==> config.mk <==
export PLATFORM = sky130hd
export DESIGN_NAME = axis_delay_sequencer
export DESIGN_NICKNAME = d
export VERILOG_FILES = /design/src/rtl/axis_delay_sequencer.sv
export SDC_FILE = /design/constraint.sdc
export NUM_CORES = 1
export LEC_CHECK = 0
export ABC_AREA = 0
export BUFFER_PORTS_ARGS = -buffer_cell sky130_fd_sc_hd__buf_2
export CAP_MARGIN = 20
export CORE_MARGIN = 5
export CORE_UTILIZATION = 45
export DETAILED_ROUTE_END_ITERATION = 8
export MAX_ROUTING_LAYER = met4
export PLACE_DENSITY_LB_ADDON = 0.15
export SYNTH_ARGS = -nofsm -noshare
export SYNTH_HDL_FRONTEND = slang
export SYNTH_SLANG_ARGS = --single-unit
==> constraint.sdc <==
create_clock -name aclk -period 10 [get_ports aclk]
set_clock_uncertainty 0.05 [all_clocks]
set_input_delay 0.5 -clock aclk [delete_from_list [all_inputs] [get_ports aclk]]
set_output_delay 0.5 -clock aclk [all_outputs]
set_load 0.1 [all_outputs]
==> src/rtl/axis_delay_sequencer.sv <==
// Sequencer for a BRAM-backed AXI4-Stream delay line: circular addressing,
// priming, flush on delay change and a 2-entry skid buffer for backpressure.
module axis_delay_sequencer #(
  parameter int AXIS_TDATA_WIDTH = 32,
  parameter int BRAM_ADDR_WIDTH  = 10
) (
  input  logic                        aclk,
  input  logic                        areset,
  input  logic [BRAM_ADDR_WIDTH-1:0]  cfg_delay,
  output logic                        sts_primed,
  output logic [BRAM_ADDR_WIDTH-1:0]  sts_fill,
  output logic                        s_axis_tready,
  input  logic [AXIS_TDATA_WIDTH-1:0] s_axis_tdata,
  input  logic                        s_axis_tvalid,
  input  logic                        m_axis_tready,
  output logic [AXIS_TDATA_WIDTH-1:0] m_axis_tdata,
  output logic                        m_axis_tvalid,
  output logic                        bram_porta_clk,
  output logic                        bram_porta_rst,
  output logic [BRAM_ADDR_WIDTH-1:0]  bram_porta_addr,
  output logic [AXIS_TDATA_WIDTH-1:0] bram_porta_wrdata,
  output logic                        bram_porta_we,
  output logic                        bram_portb_clk,
  output logic                        bram_portb_rst,
  output logic [BRAM_ADDR_WIDTH-1:0]  bram_portb_addr,
  input  logic [AXIS_TDATA_WIDTH-1:0] bram_portb_rddata
);

  localparam int AW = BRAM_ADDR_WIDTH;
  localparam int DW = AXIS_TDATA_WIDTH;

  typedef enum logic [1:0] {IDLE, FILL, RUN} state_t;

  state_t        state, state_nxt;
  logic [AW-1:0] wr_ptr;
  logic [AW-1:0] delay_reg, delay_nxt;
  logic [AW-1:0] fill_cnt, fill_nxt, fill_inc;
  logic [1:0]    buf_cnt, buf_cnt_nxt;
  logic          rd_inflight, rd_inflight_nxt;
  logic [DW-1:0] buf0, buf1;
  logic          accept, pop, push, flush;
  logic [2:0]    occ;

  // Buffer head drives the master side; a returning read is pushed the cycle after issue
  assign m_axis_tvalid = (buf_cnt != 2'd0);
  assign m_axis_tdata  = m_axis_tvalid ? buf0 : '0;
  assign pop           = m_axis_tvalid && m_axis_tready;
  assign push          = rd_inflight;
  assign fill_inc      = fill_cnt + AW'(1);

  // Occupancy after this cycle's pop and pending push, used to throttle the slave side
  assign occ = {1'b0, buf_cnt} + {2'b00, rd_inflight} - {2'b00, pop};

  assign sts_primed        = (state == RUN);
  assign sts_fill          = fill_cnt;
  assign bram_porta_clk    = aclk;
  assign bram_porta_rst    = areset;
  assign bram_porta_addr   = wr_ptr;
  assign bram_porta_wrdata = s_axis_tdata;
  assign bram_porta_we     = accept;
  assign bram_portb_clk    = aclk;
  assign bram_portb_rst    = areset;
  assign bram_portb_addr   = (state == RUN) ? (wr_ptr - delay_reg) : '0;

  // Next-state, slave ready and bookkeeping for fill count, delay and skid buffer
  always_comb begin
    state_nxt       = state;
    delay_nxt       = delay_reg;
    fill_nxt        = fill_cnt;
    flush           = 1'b0;
    s_axis_tready   = 1'b0;
    case (state)
      IDLE: begin
        if (cfg_delay != '0) begin
          delay_nxt = cfg_delay;
          fill_nxt  = '0;
          state_nxt = FILL;
        end
      end
      FILL:    s_axis_tready = 1'b1;
      RUN:     s_axis_tready = (occ < 3'd2);
      default: state_nxt = IDLE;
    endcase
    accept = s_axis_tvalid && s_axis_tready;

    if ((state == FILL) && accept) begin
      fill_nxt = fill_inc;
      if (fill_inc == delay_reg) state_nxt = RUN;
    end

    // A delay change overrides everything; a beat accepted now becomes fill beat 0
    // of the new delay, which for a delay of 1 already completes priming.
    if ((state != IDLE) && (cfg_delay != delay_reg)) begin
      flush     = 1'b1;
      delay_nxt = cfg_delay;
      if (cfg_delay == '0) begin
        fill_nxt  = '0;
        state_nxt = IDLE;
      end else begin
        fill_nxt  = accept ? AW'(1) : '0;
        state_nxt = (accept && (cfg_delay == AW'(1))) ? RUN : FILL;
      end
    end

    rd_inflight_nxt = !flush && (state == RUN) && accept;
    buf_cnt_nxt     = flush ? 2'd0 : (buf_cnt + {1'b0, push} - {1'b0, pop});
  end

  // Control registers: state, pointers, counters and buffer occupancy
  always_ff @(posedge aclk) begin
    if (areset) begin
      state       <= IDLE;
      wr_ptr      <= '0;
      delay_reg   <= '0;
      fill_cnt    <= '0;
      buf_cnt     <= 2'd0;
      rd_inflight <= 1'b0;
    end else begin
      state       <= state_nxt;
      delay_reg   <= delay_nxt;
      fill_cnt    <= fill_nxt;
      buf_cnt     <= buf_cnt_nxt;
      rd_inflight <= rd_inflight_nxt;
      if (accept) wr_ptr <= wr_ptr + AW'(1);
    end
  end

  // Skid buffer data: entries are only meaningful below buf_cnt, so no reset needed
  always_ff @(posedge aclk) begin
    case ({push, pop})
      2'b10: begin
        if (buf_cnt == 2'd0) buf0 <= bram_portb_rddata;
        else                 buf1 <= bram_portb_rddata;
      end
      2'b01: buf0 <= buf1;
      2'b11: begin
        if (buf_cnt == 2'd1) begin
          buf0 <= bram_portb_rddata;
        end else begin
          buf0 <= buf1;
          buf1 <= bram_portb_rddata;
        end
      end
      default: ;
    endcase
  end

endmodule
## Word-level counts from Yosys, hierarchy flattened

Index checks and enable logic that the tools add are counted.

| word-level totals | value |
|---|---|
| word-level logic and storage cells | 80 |
| output and inout port bits | 102 |
| register bits | 99 |

| operators by class | value |
|---|---|
| $lt $le $gt $ge | 1 |
| reductions and logical operators | 26 |
| add/subtract/negate cells | 7 |
| equal/unequal tests | 12 |
| multiplexer cells | 26 |

Operators with widths:

| kind | count |
|---|---|
| two-way mux 32 bit | 5 |
| one-hot mux 32 bit (3 select lines) | 1 |
| two-way mux 10 bit | 8 |
| one-hot mux 32 bit (2 select lines) | 1 |
| adder 10 x 1 -> 10 bit (second input constant) | 2 |
| two-way mux 2 bit | 6 |
| == test 10 x 1 -> 1 bit (second input constant) | 1 |
| == test 10 bit | 1 |
| zero test 10 bit | 1 |
| inequality test 10 bit | 1 |
| nonzero test 10 bit | 1 |
| nonzero test 2 bit | 5 |
| subtractor 10 bit | 1 |
| nonzero test 3 bit | 3 |
| logical AND 1 bit | 7 |
| == test 2 x 1 -> 1 bit (second input constant) | 3 |
| == test 2 bit (second input constant) | 3 |
| inequality test 2 bit (second input constant) | 3 |
| AND reduction 2 bit | 3 |
| zero test 2 bit | 2 |
| one-hot mux 2 bit (2 select lines) | 1 |
| OR reduction 2 bit | 2 |
| adder 2 x 1 -> 3 bit | 1 |
| < comparator 3 x 2 -> 1 bit (second input constant) | 1 |
| 7 further kinds | 9 |

## Logic depth before layout (Yosys ltp)

Gate-level depths: netlist of the first run.

| depth | value |
|---|---|
| word-level depth | 10 |
| depth in mapped cells | 14 |
| mapped depth without buffers | 13 |

==> results of run 1 <==
==> layout by cell type (no fill, tap or decap), types with 4 or more instances in the layout <==
| cell type | netlist | final |
|---|---|---|
| buf_2 | 2 | 115 |
| edfxtp_1 | 64 | 64 |
| nor2_1 | 43 | 43 |
| and2_1 | 36 | 36 |
| dfxtp_1 | 35 | 35 |
| a22o_1 | 32 | 32 |
| inv_1 | 29 | 29 |
| nand2_1 | 21 | 21 |
| xor2_1 | 19 | 19 |
| ha_1 | 18 | 18 |
| o21ai_0 | 15 | 14 |
| nor3_1 | 14 | 14 |
| mux2i_1 | 14 | 14 |
| xnor2_1 | 13 | 13 |
| clkbuf_16 | 0 | 13 |
| nand3_1 | 12 | 12 |
| a21oi_1 | 8 | 8 |
| and3_1 | 7 | 7 |
| nand4_1 | 6 | 6 |
| o31ai_1 | 6 | 6 |
| nor2b_1 | 4 | 4 |
| buf_4 | 36 | 4 |
==> cells by family (layout without fill, tap and decap cells) <==
| logic type | Yosys count | in the layout |
|---|---|---|
| AOI/OAI and AO/OA | 92 | 92 |
| and+or+nand+nor | 163 | 163 |
| xor gates and xnor gates | 32 | 32 |
| adders and majority gates | 20 | 20 |
| buffers and inverters | 82 | 168 |
| muxes | 14 | 14 |
| DFF | 99 | 99 |
==> power by group through the flow <==
stage          logic [mW]  clock network (mW)  registers (mW)
5_1_grt             0.271               0.525           0.458
3_3_place_gp        0.252              0.0704           0.465
6_report            0.254               0.491           0.457
3_5_place_dp        0.253              0.0704           0.466
2_1_floorplan       0.246              0.0755           0.481
4_1_cts             0.254               0.505           0.457
==> layer usage <==
layer	GRT usage, %	vias up	part of all wire (%)	routed length, µm
met4	8.40	0	2.8	357
li1	-	1929	-	-
met3	3.96	32	5.1	655
met5	-	-	0	0
met1	23.6	1919	45	5690
met2	28.9	138	47	6020
==> cells in the mapped netlist (6+ instances only) <==
library cell and count:
inv_1 29, nor3_1 14, and2_1 36, nor2_1 43
a21oi_1 8, and3_1 7, nand3_1 12, nand2_1 21
dfxtp_1 35, xnor2_1 13, o31ai_1 6, ha_1 18
nand4_1 6, o21ai_0 15, edfxtp_1 64, xor2_1 19
mux2i_1 14, clkbuf_1 13, a22o_1 32, buf_4 36
==> path summary, 6_finish.rpt <==
path | slack, ns | startpoint | cells after the start | end
max | 3.91 | aclk | 3 | bram_portb_clk
min | 0.18 | bram_portb_rddata[29] | 1 | buf1[29]
max reg2reg | 6.10 | buf_cnt[1] | 13 | sts_fill[0]
min reg2reg | 0.49 | sts_fill[1] | 2 | sts_fill[1]
==> cell type report <==
cell class,instances,area [µm²],area share (%)
flip-flops and latches,99,2620,42.2
multi-input cells,321,2280,36.7
repair buffers,118,623,10.0
clock buffers,15,335,5.40
well taps,143,179,2.88
inverters,29,109,1.75
clock inverters,6,63.8,1.03
==> impl_metrics.env, run 1 <==
export IMPL_synthCells=502
export IMPL_drive_gt1_share_pct=25.9
export IMPL_initial_utilization_pct=46.2
export IMPL_critical_path_peak_fanout=2
export IMPL_hold_path_class="input port to register"
export IMPL_cts_tree="done"
export IMPL_p_seq_share_pct=38.0
export IMPL_synth_async_reset_ratio_pct=0
export IMPL_clkLatencyLatePin_ns=0.45
export IMPL_placed_cell_area_um2=5800
export IMPL_grt_pass1_vias=4025
export IMPL_io_buffers=115
export IMPL_slew_viol_final=0
export IMPL_cp_arrival_ns=5.54
export IMPL_max_slew_margin_rel_pct=37.7
export IMPL_synthXorXnorAreaFrac_pct=5.27
export IMPL_instances_no_fill=731
export IMPL_synth_top_area_share_pct=36.1
export IMPL_synth_simple_area_share_pct=16.3
export IMPL_max_cap_violations=0
export IMPL_fin_worst_hold_slack_ns=0.185
export IMPL_setup_viol=0
export IMPL_required_ns=9.45
export IMPL_p_clk_share_pct=40.8
export IMPL_cts_resized=0
export IMPL_cts_hold_buf=0
export IMPL_antenna_left=0
export IMPL_critPathLaunchType="clock port"
export IMPL_drtIter0Drc=230
export IMPL_syn_avg_cell_area_um2=10.6
export IMPL_core_um2=11500
export IMPL_dpl_hpwl_um=9350
export IMPL_rsz0062_at_grt="no"
export IMPL_hold_viol=0
export IMPL_synth_seq_cells=99
export IMPL_synth_compound_area_share_pct=13.2
export IMPL_synth_fa_ha_area_share_pct=4.98
export IMPL_pre_cts_ws_ns=4.18
export IMPL_grt_usage_pct=18.7
export IMPL_critPathSlowestCell="buf_2"
export IMPL_via_count=4018
export IMPL_synthFlopType="edfxtp_1"
export IMPL_pwr_share_comb_pct=21.1
export IMPL_postCtsSetupRepairBufs=0
export IMPL_antennaDiodeCount=0
export IMPL_switching_power_uw=422
export IMPL_clkSlewWorstSetupHoldPaths_ns=0.07
export IMPL_ir_drop_uv=260
export IMPL_setup_tns_final_ns=0
export IMPL_yosysWarnings=0
export IMPL_synth_edf_count=64
export IMPL_n_fill_cell=1036
export IMPL_firstDrtPassIters=4
export IMPL_yosysUniqueCellTypes=58
export IMPL_max_stage_delay_ns=0.28
export IMPL_grt_pass1_wl_um=20600
export IMPL_grt_max_degree=36
export IMPL_dp_cells=711
export IMPL_io_pins=180
export IMPL_wl_per_cell_um=17.4
export IMPL_die_h_um=119
export IMPL_antenna_found_initial=0
export IMPL_fin_util_pct=54.0
export IMPL_yosys_area_top_type="edfxtp_1"
export IMPL_p_int_uw=779
export IMPL_syn_to_final_growth_pct=16.8
export IMPL_syn_num_nets=600
export IMPL_p_leak_nw=2.66
export IMPL_final_area_um2=6210
export IMPL_setup_ws_ns=3.91
export IMPL_path_buf_inv=3
export IMPL_muxShareOfSynthArea_pct=2.63
export IMPL_viasPerCell=5.50
export IMPL_crit_type="clock port to output port"
export IMPL_reg_largest_list="buf0 x32, buf1 x32"
export IMPL_crit_top_cell="clkbuf_16"
export IMPL_totalWireLength_um=12700
export IMPL_worstPathCellList="clkbuf_16 > clkbuf_16 > buf_2"
export IMPL_drc=0
export IMPL_ys_seq_area_share_pct=49.3
export IMPL_powerDensity_nw_per_um2=193
export IMPL_synth_area_um2=5320
export IMPL_overflow=0
export IMPL_synth_area_leaders="edfxtp_1 36%, dfxtp_1 13%, a22o_1 5.3%"
export IMPL_final_nets=682
export IMPL_synth_top_family_by_area="simple AND/OR/NAND/NOR gates"
export IMPL_tightest_slew_ns=0.935
export IMPL_cp_end_kind="output port"
export IMPL_power_mw=1.20
export IMPL_status="finished, final reports clean"
export IMPL_switching_share_pct=35.1
export IMPL_gp_congestion=0.871
export IMPL_die_w_um=119
export IMPL_crit_family="buffers and inverters"
export IMPL_dieArea_um2=14100
export IMPL_rows=39
(Power assumes the default switching activity.)
==> run 2, diff against run 1 <==
==> constraint.sdc (replaced) <==
create_clock -name aclk -period 5.7 [get_ports aclk]
set_clock_uncertainty 0.05 [all_clocks]
set_input_delay 0.285 -clock aclk [delete_from_list [all_inputs] [get_ports aclk]]
set_output_delay 0.285 -clock aclk [all_outputs]
set_load 0.1 [all_outputs]
==> impl_metrics.env, run 2 (same netlist as run 1, synthesis figures left out) <==
export IMPL_status="finished, final reports clean"
export IMPL_dieArea_um2=14100
export IMPL_rsz0062_at_grt="no"
export IMPL_final_cell_mix="115 x buf_2, 64 x edfxtp_1, 43 x nor2_1"
export IMPL_grt_use_met2_pct=31.0
export IMPL_die_h_um=119
export IMPL_drc=0
export IMPL_die_w_um=119
export IMPL_gp_congestion=0.874
export IMPL_pre_cts_ws_ns=1.62
export IMPL_clkSlewWorstSetupHoldPaths_ns=0.06
export IMPL_clkLatencyLatePin_ns=0.45
export IMPL_regArea_um2=2620
export IMPL_max_freq_mhz=223
export IMPL_firstDrtPassIters=5
export IMPL_required_ns=5.37
export IMPL_p_leak_nw=2.77
export IMPL_grt_pass1_vias=4144
export IMPL_overflow=0
export IMPL_crit_type="register to output port"
export IMPL_post_route_period_util_pct=78.7
export IMPL_n_fill_cell=1017
export IMPL_dpl_hpwl_um=9260
export IMPL_critical_path_peak_fanout=35
export IMPL_io_pins=180
export IMPL_antenna_found_initial=0
export IMPL_timing_rr_start="buf_cnt[1]"
export IMPL_postCtsSetupRepairBufs=0
export IMPL_slew_viol_final=0
export IMPL_grt_max_degree=36
export IMPL_final_nets=714
export IMPL_totalWireLength_um=12800
export IMPL_powerDensity_nw_per_um2=321
export IMPL_grt_pass1_wl_um=21000
export IMPL_power_mw=2.09
export IMPL_setup_viol=0
export IMPL_drtIter0Drc=242
export IMPL_startpoint="buf_cnt[1]"
export IMPL_setup_tns_final_ns=0
export IMPL_max_cap_violations=0
export IMPL_rrSetupSlack_ns=1.85
export IMPL_max_slew_margin_rel_pct=42.3
export IMPL_hp_start="cfg_delay[9]"
export IMPL_r2r_cells=13
export IMPL_r2r_end="sts_fill[0]"
export IMPL_worstPathCellList="inv_1 > nand2_1 > and2_1 > ha_1 > inv_1 > ha_1 > fa_1 > xor2_1 > a31oi_1 > and3b_1 > buf_2"
export IMPL_grt_usage_pct=19.1
export IMPL_reg_largest_list="buf0 x32, buf1 x32"
export IMPL_initial_utilization_pct=46.2
export IMPL_wl_per_cell_um=16.8
export IMPL_use_met1_pct=23.0
export IMPL_instances_no_fill=765
export IMPL_endpoint="bram_porta_we"
export IMPL_cts_tree="done"
export IMPL_antenna_left=0
export IMPL_hold_viol=0
export IMPL_busiest_layer="met2"
export IMPL_grtUsageMet3_pct=5.30
export IMPL_min_period_ns=4.48
export IMPL_layout_commonest_cell="buf_2"
export IMPL_rows=39
export IMPL_syn_to_final_growth_pct=22.1
export IMPL_critPathSlowestCell="nand2_1"
export IMPL_max_stage_delay_ns=0.54
export IMPL_critPathLaunchType="register"
export IMPL_cp_end_kind="output port"
export IMPL_via_count=4075
export IMPL_ir_drop_uv=433
export IMPL_setup_ws_ns=1.22
export IMPL_core_um2=11500
export IMPL_multiInputGateArea_um2=2280
export IMPL_tightest_slew_ns=0.864
export IMPL_cp_arrival_ns=4.15
export IMPL_viasPerCell=5.33
export IMPL_hold_path_class="input port to register"
export IMPL_drive_gt1_share_pct=24.2
export IMPL_dp_cells=712
export IMPL_io_buffers=115
run 2: changes by cell type in the layout (fill, tap and decap cells not counted), sizes merged:
cell / change
bufinv: -1
dlygate4sd3: +32
diode: +1
clkbuf: +4
clkinv: -2
run 2: repair_timing:
action / in CTS / in global routing
gates resized for setup: 0 / 0
endpoints found under the hold margin: 32 / 0
hold buffers: 32 / 0
run 2: worst min path at each step:
stage                   endpoint  slack, ns  cells after the start
floorplan                buf1[0]       0.33                      0
global placement         buf1[7]       0.43                      1
detailed placement       buf1[7]       0.43                      1
CTS                 delay_reg[2]       0.05                      3
global route        delay_reg[8]       0.07                      3
finish              delay_reg[9]       0.06                      3
run 2: worst max-delay path, delay by kind of cell, from the launching register on:
| family | cells | cell delay [ns] |
|---|---|---|
| AND/OR/NAND/NOR | 3 | 1.48 |
| adder cells (fa/ha/maj) | 3 | 0.84 |
| buffers and inverters | 3 | 0.73 |
| flip-flops | 1 | 0.36 |
| XOR/XNOR | 1 | 0.16 |
| AO/OA/AOI/OAI | 1 | 0.12 |
run 2: layer usage:
layer  up-vias  wire length (µm)
met5         -                 0
met2       120              6180
li1       1998                 -
met3        22               694
met1      1935              5730
met4         0               225
run 2: layout make-up:
type,count,share of cell area (%)
Sequential cell,99,40.3
Inverter,29,1.67
Timing Repair Buffer,150,14.3
Clock buffer,19,5.39
Multi-Input combinational cell,321,35.1
Tap cell,143,2.75
Clock inverter,3,0.385
Antenna cell,1,0.0385
run 2: stage by stage:
step / hold WS (ns) / util [%] / instance area (µm²)
3_5_place_dp: 0.431 / 50.5 / 5810
6_report: 0.0607 / 56.5 / 6500
5_1_grt: 0.0693 / 56.4 / 6500
2_1_floorplan: 0.334 / - / 5320
4_1_cts: 0.0503 / 56.4 / 6500
3_3_place_gp: 0.430 / 50.3 / 5800
run 2: report_power, final:
group / leakage, nW / switching, mW / total (mW) / internal, mW
combinational: 1.73 / 0.331 / 0.464 / 0.133
sequential: 0.861 / 0.0203 / 0.801 / 0.781
clock: 0.182 / 0.394 / 0.822 / 0.429
